[src/rtl/pipeline_hazard_ctrl.sv]
// Stall/flush/forward controller for a 5-stage pipeline, with a registered action
// state, a memory-wait watchdog and stall/flush performance counters.
module pipeline_hazard_ctrl #(
    parameter int RA_W        = 5,
    parameter int CNT_W       = 32,
    parameter int MEM_TIMEOUT = 255
) (
    input  logic             clk_i,
    input  logic             reset_i,
    input  logic [RA_W-1:0]  id_rs1_i,
    input  logic [RA_W-1:0]  id_rs2_i,
    input  logic             id_use_rs1_i,
    input  logic             id_use_rs2_i,
    input  logic [RA_W-1:0]  ex_rs1_i,
    input  logic [RA_W-1:0]  ex_rs2_i,
    input  logic [RA_W-1:0]  ex_rd_i,
    input  logic             ex_reg_write_i,
    input  logic             ex_mem_read_i,
    input  logic             ex_branch_taken_i,
    input  logic [RA_W-1:0]  mem_rd_i,
    input  logic             mem_reg_write_i,
    input  logic [RA_W-1:0]  wb_rd_i,
    input  logic             wb_reg_write_i,
    input  logic             dmem_req_i,
    input  logic             dmem_ack_i,
    output logic             pc_stall_o,
    output logic             if_id_stall_o,
    output logic             id_ex_stall_o,
    output logic             ex_mem_stall_o,
    output logic             if_id_flush_o,
    output logic             id_ex_flush_o,
    output logic             mem_wb_bubble_o,
    output logic             pc_select_o,
    output logic [1:0]       fwd_a_o,
    output logic [1:0]       fwd_b_o,
    output logic [1:0]       state_o,
    output logic             mem_timeout_o,
    output logic [CNT_W-1:0] stall_cnt_o,
    output logic [CNT_W-1:0] flush_cnt_o
);
    typedef enum logic [1:0] {
        ST_RUN   = 2'd0,
        ST_LU    = 2'd1,
        ST_WAIT  = 2'd2,
        ST_FLUSH = 2'd3
    } state_t;

    localparam int WAIT_W = $clog2(MEM_TIMEOUT + 1);
    localparam logic [WAIT_W-1:0] TO_VAL = WAIT_W'(MEM_TIMEOUT);
    localparam logic [WAIT_W-1:0] TO_M1  = WAIT_W'(MEM_TIMEOUT - 1);

    state_t             r_state;
    logic [WAIT_W-1:0]  r_wait_cnt;
    logic               r_timeout;
    logic [CNT_W-1:0]   r_stall_cnt;
    logic [CNT_W-1:0]   r_flush_cnt;

    state_t             w_action;
    logic               w_mem_wait;
    logic               w_load_use;
    logic               w_rs1_hit;
    logic               w_rs2_hit;

    assign w_mem_wait = dmem_req_i & ~dmem_ack_i;
    assign w_rs1_hit  = id_use_rs1_i & (id_rs1_i == ex_rd_i);
    assign w_rs2_hit  = id_use_rs2_i & (id_rs2_i == ex_rd_i);
    assign w_load_use = ex_mem_read_i & ex_reg_write_i & (ex_rd_i != '0) & (w_rs1_hit | w_rs2_hit);

    // A pending memory access outranks a taken branch so the redirect waits for the ack.
    always_comb begin
        w_action = ST_RUN;
        if (w_mem_wait)
            w_action = ST_WAIT;
        else if (ex_branch_taken_i)
            w_action = ST_FLUSH;
        else if (w_load_use)
            w_action = ST_LU;
    end

    always_comb begin
        pc_stall_o      = 1'b0;
        if_id_stall_o   = 1'b0;
        id_ex_stall_o   = 1'b0;
        ex_mem_stall_o  = 1'b0;
        if_id_flush_o   = 1'b0;
        id_ex_flush_o   = 1'b0;
        mem_wb_bubble_o = 1'b0;
        pc_select_o     = 1'b0;
        if (reset_i) begin
            if_id_flush_o   = 1'b1;
            id_ex_flush_o   = 1'b1;
            mem_wb_bubble_o = 1'b1;
        end else begin
            case (w_action)
                ST_WAIT: begin
                    pc_stall_o      = 1'b1;
                    if_id_stall_o   = 1'b1;
                    id_ex_stall_o   = 1'b1;
                    ex_mem_stall_o  = 1'b1;
                    mem_wb_bubble_o = 1'b1;
                end
                ST_FLUSH: begin
                    pc_select_o   = 1'b1;
                    if_id_flush_o = 1'b1;
                    id_ex_flush_o = 1'b1;
                end
                ST_LU: begin
                    pc_stall_o    = 1'b1;
                    if_id_stall_o = 1'b1;
                    id_ex_flush_o = 1'b1;
                end
                default: ;
            endcase
        end
    end

    // MEM/WB forwarding; MEM is younger so it wins, and x0 is never forwarded.
    always_comb begin
        fwd_a_o = 2'b00;
        fwd_b_o = 2'b00;
        if (!reset_i) begin
            if (mem_reg_write_i && mem_rd_i != '0 && mem_rd_i == ex_rs1_i)
                fwd_a_o = 2'b10;
            else if (wb_reg_write_i && wb_rd_i != '0 && wb_rd_i == ex_rs1_i)
                fwd_a_o = 2'b01;
            if (mem_reg_write_i && mem_rd_i != '0 && mem_rd_i == ex_rs2_i)
                fwd_b_o = 2'b10;
            else if (wb_reg_write_i && wb_rd_i != '0 && wb_rd_i == ex_rs2_i)
                fwd_b_o = 2'b01;
        end
    end

    always_ff @(posedge clk_i or posedge reset_i) begin
        if (reset_i) begin
            r_state     <= ST_RUN;
            r_wait_cnt  <= '0;
            r_timeout   <= 1'b0;
            r_stall_cnt <= '0;
            r_flush_cnt <= '0;
        end else begin
            r_state <= w_action;
            if (w_mem_wait) begin
                if (r_wait_cnt != TO_VAL)
                    r_wait_cnt <= r_wait_cnt + 1'b1;
                if (r_wait_cnt >= TO_M1)
                    r_timeout <= 1'b1;
            end else begin
                r_wait_cnt <= '0;
            end
            if (pc_stall_o)
                r_stall_cnt <= r_stall_cnt + 1'b1;
            if (w_action == ST_FLUSH)
                r_flush_cnt <= r_flush_cnt + 1'b1;
        end
    end

    assign state_o       = r_state;
    assign mem_timeout_o = r_timeout;
    assign stall_cnt_o   = r_stall_cnt;
    assign flush_cnt_o   = r_flush_cnt;
endmodule

[config.mk]
export PLATFORM = sky130hd
export DESIGN_NAME = pipeline_hazard_ctrl
export DESIGN_NICKNAME = d
export VERILOG_FILES = /design/src/rtl/pipeline_hazard_ctrl.sv
export SDC_FILE = /design/constraint.sdc
export NUM_CORES = 1
export LEC_CHECK = 0
export BUFFER_PORTS_ARGS = -buffer_cell sky130_fd_sc_hd__buf_2
export CAP_MARGIN = 20
export CORE_MARGIN = 2
export CORE_UTILIZATION = 55
export DETAILED_ROUTE_END_ITERATION = 8
export GPL_TIMING_DRIVEN = 0
export PLACE_DENSITY = 0.95
export SYNTH_ARGS = -nofsm -noshare
export SYNTH_HDL_FRONTEND = slang
export SYNTH_SLANG_ARGS = --single-unit
[constraint.sdc]
create_clock -name clk_i -period 7.85 [get_ports clk_i]
set_input_delay 0.785 -clock clk_i [delete_from_list [all_inputs] [get_ports clk_i]]
set_output_delay 0.785 -clock clk_i [all_outputs]
set_load 0.02 [all_outputs]
==> impl_results.md <==
- Status: complete, no violations
- Share of cells above drive strength 1: between 30% and 40%
- Async set-reset flop share out of synthesis: 100.0%
- Fill cells: approximately 490
- Top_reg_cell synth: dfrtp_1
- DR WL/cell: 14.66 microns
- Area Growth Syn to Fin: 25.20%
- Worst Setup SP: ex_rd_i[0]
- Die Area: slightly below 0.008 sq mm
- Number of vias per cell: between 5 and 6
- First-pass GRT wire length: 13990 microns
- R2R depth: 5
- Pwr dens: between 150 and 200 mW/mm^2
- HPWL after DPL: 6630 microns
- Global Route Usage Sum: 22.58%
- Site Rows: 30
- Static Leak: ~2.4 nW
- Global route total overflow: 0
- DRT iter0 DRCs: about 150
- Place WS: about 4.2 ns
- DRT antenna net count: 0
- Count of final hold-check violations: 0
- Setup TNS: 0 ns
- Vias in the first global route: roughly 3000
- Syn Area/Cell: approximately 11 sq um
- Required time of the critical path: between 7 and 8 ns
- Final period util: 45.96%
- Ant diodes: 0
- Rel. slew slack: a little under half
- Number of synthesized flops with an enable pin: 0
- Setup CP Type: in2out
- Worst Skew: around 0.009 ns
- Final setup viols: 0
- Core area: approximately 0.0068 sq mm
- Crit path DAT: approximately 2.8 ns
- Max Root-Sink Buffers: 2
- Hold Startpoint: flush_cnt_o[31]
- Flops & latches, synth: 75
- End-of-flow core utilization: 71.45%
- Crit path time final: approximately 3.6 ns
- Worst Tran Pin Value: between 0.8 and 0.9 ns
- Synthesis Warnings: 0
- Peak VDD IR: 172.7 uV
- Max Fclk: about 0.28 GHz
- Unrepaired setup endpoints after global routing: no
- Synth Net Count: a little over 400
- Die Ht: between 80 and 90 microns
- Post-synthesis sequential area ratio: between 40% and 50%
- Max Cap Viol: 0
- Worst setup EP type: primary output
- Routed WL: ~8800 microns
- RePlAce Congestion: around 0.88
- Synthesized netlist cell count: 363
- Mapped Area: 0.003877 sq mm
- Final WS setup: about 4.2 ns
- CTS sink count: 75
- Clock root cell: clkbuf_8
- Fin cells: 599
- Drt drc: 0
- Hold Crit Class: reg2reg
- Element type at the critical path start: primary input
- Clock slew at reported path FFs: approximately 0.070 ns
- DR pass1 iterations: 4
- Largest net degree at the start of global routing: 45
- Nets: 550
- Dpl cells: between 500 and 600
- Reg-to-reg startpoint: stall_cnt_o[0]
- Initial antenna violation count: 0
- Die Span X: a little under 90 microns
- Setup Buffers After CTS: 0
- Cell depth of the worst hold path: 1
- Vias: approximately 3300
- Initial Utilization: 57.07%
- Post-synth cell types: 43
- Clock latency on the worst-skew pair: around 0.33 ns
- Num CTS Buffers: 9
- Hold_buf cts: 0
- CTS tree: yes
- I/O pin count: approximately 130
- Post-CTS Resized: 0
- Port Buf Inserts: 123
- H-tree levels: 3
- Critical path peak fanout: 5
- Slew Viols, Final: 0
stage by stage:
| stage | hold WS (ns) | cell area (sq um) | power (mW) |
|---|---|---|---|
| floorplan | 0.5359 | 3877 | 0.5691 |
| global placement | 0.4516 | 4613 | 0.6316 |
| detailed placement | 0.4531 | 4636 | 0.6444 |
| CTS | 0.4672 | 4855 | 0.9662 |
| global route | 0.4831 | 4855 | 1.005 |
| finish | 0.4587 | 4855 | 0.9584 |
critical path: stages:
cell	delay, ns
buf_2	0.13
or4_1	0.54
o2111ai_1	0.30
o21a_1	0.16
ha_1	0.26
nor2_1	0.33
buf_4	0.17
buf_2	0.15
where the power goes:
part | total, mW | internal [mW] | switching, mW
clock | 0.323 | 0.188 | 0.135
combinational | 0.178 | 0.0729 | 0.105
sequential | 0.458 | 0.416 | 0.0419
total | 0.958 | 0.677 | 0.281
per-layer routing:
metal	routed length, microns	vias to the layer above	track usage [%]
met1	3777	1605	29.10
met5	0	-	0
met3	325	14	2.922
met2	4562	98	39.12
li1	-	1568	-
met4	116	0	7.972
kinds of logic after synthesis:
| kind of cell | synth area share [%] |
|---|---|
| and+or+nand+nor | 22.68 |
| xor gates and xnor gates | 20.78 |
| DFF | 48.40 |
| AOI/OAI and AO/OA | 3.453 |
| buffers and inverters | 2.162 |
| adders and majority gates | 1.936 |
| muxes | 0.5808 |
state kept, by name (all words and copies together), names as in the netlist:
signal         count
mem_timeout_o      1
state_o            2
stall_cnt_o       32
r_wait_cnt         8
flush_cnt_o       32
final timing paths:
| check | to | slack [ns] |
|---|---|---|
| setup / recovery | pc_stall_o | 4.24 |
| hold / removal | flush_cnt_o[31] | 0.46 |
| setup reg to reg | stall_cnt_o[22] | 5.85 |
| hold reg to reg | flush_cnt_o[31] | 0.46 |
| max in group asynchronous | flush_cnt_o[29] | 6.82 |
| min in group asynchronous | stall_cnt_o[22] | 0.47 |
layout make-up:
type / count / area [sq um] / area share, %
clock inverters: 4 / 73.82 / 1.521
well taps: 96 / 120.1 / 2.474
clock buffers: 12 / 145.1 / 2.990
plain buffers: 8 / 61.31 / 1.263
inverters: 6 / 25.02 / 0.5155
flip-flops and latches: 75 / 1877 / 38.66
multi-input cells: 274 / 1917 / 39.48
repair buffers: 124 / 635.6 / 13.09
synth_stat cells, drive strengths merged, types with 6 or more instances:
cell | number | area (sq um)
xnor2 | 58 | 508.0
nand3 | 26 | 130.1
and4 | 6 | 52.55
ha | 6 | 75.07
nor2 | 14 | 52.55
nor3 | 11 | 55.05
nand2 | 27 | 101.4
nor4 | 13 | 96.34
buf | 6 | 53.79
dfrtp | 75 | 1877
nand4 | 26 | 162.7
inv | 6 | 22.52
or4 | 7 | 56.30
xor2 | 34 | 297.8
and3 | 7 | 43.79
placed cells by master, fill, tap and decap left out, types with 3 or more instances in the layout:
cell type / instances
buf_6: 3
or3_1: 3
nor4_1: 12
dfrtp_1: 75
nor2_1: 14
nor3_1: 11
ha_1: 6
and3_1: 7
o31ai_1: 3
clkbuf_8: 10
and4_1: 6
nand4_1: 26
or4_1: 6
inv_1: 5
clkbuf_1: 4
nand2_1: 27
a21oi_1: 3
buf_2: 124
xnor2_1: 58
xor2_1: 34
o21ai_0: 5
nand3_1: 26
Note: power is estimated with default switching activity, not from simulation.
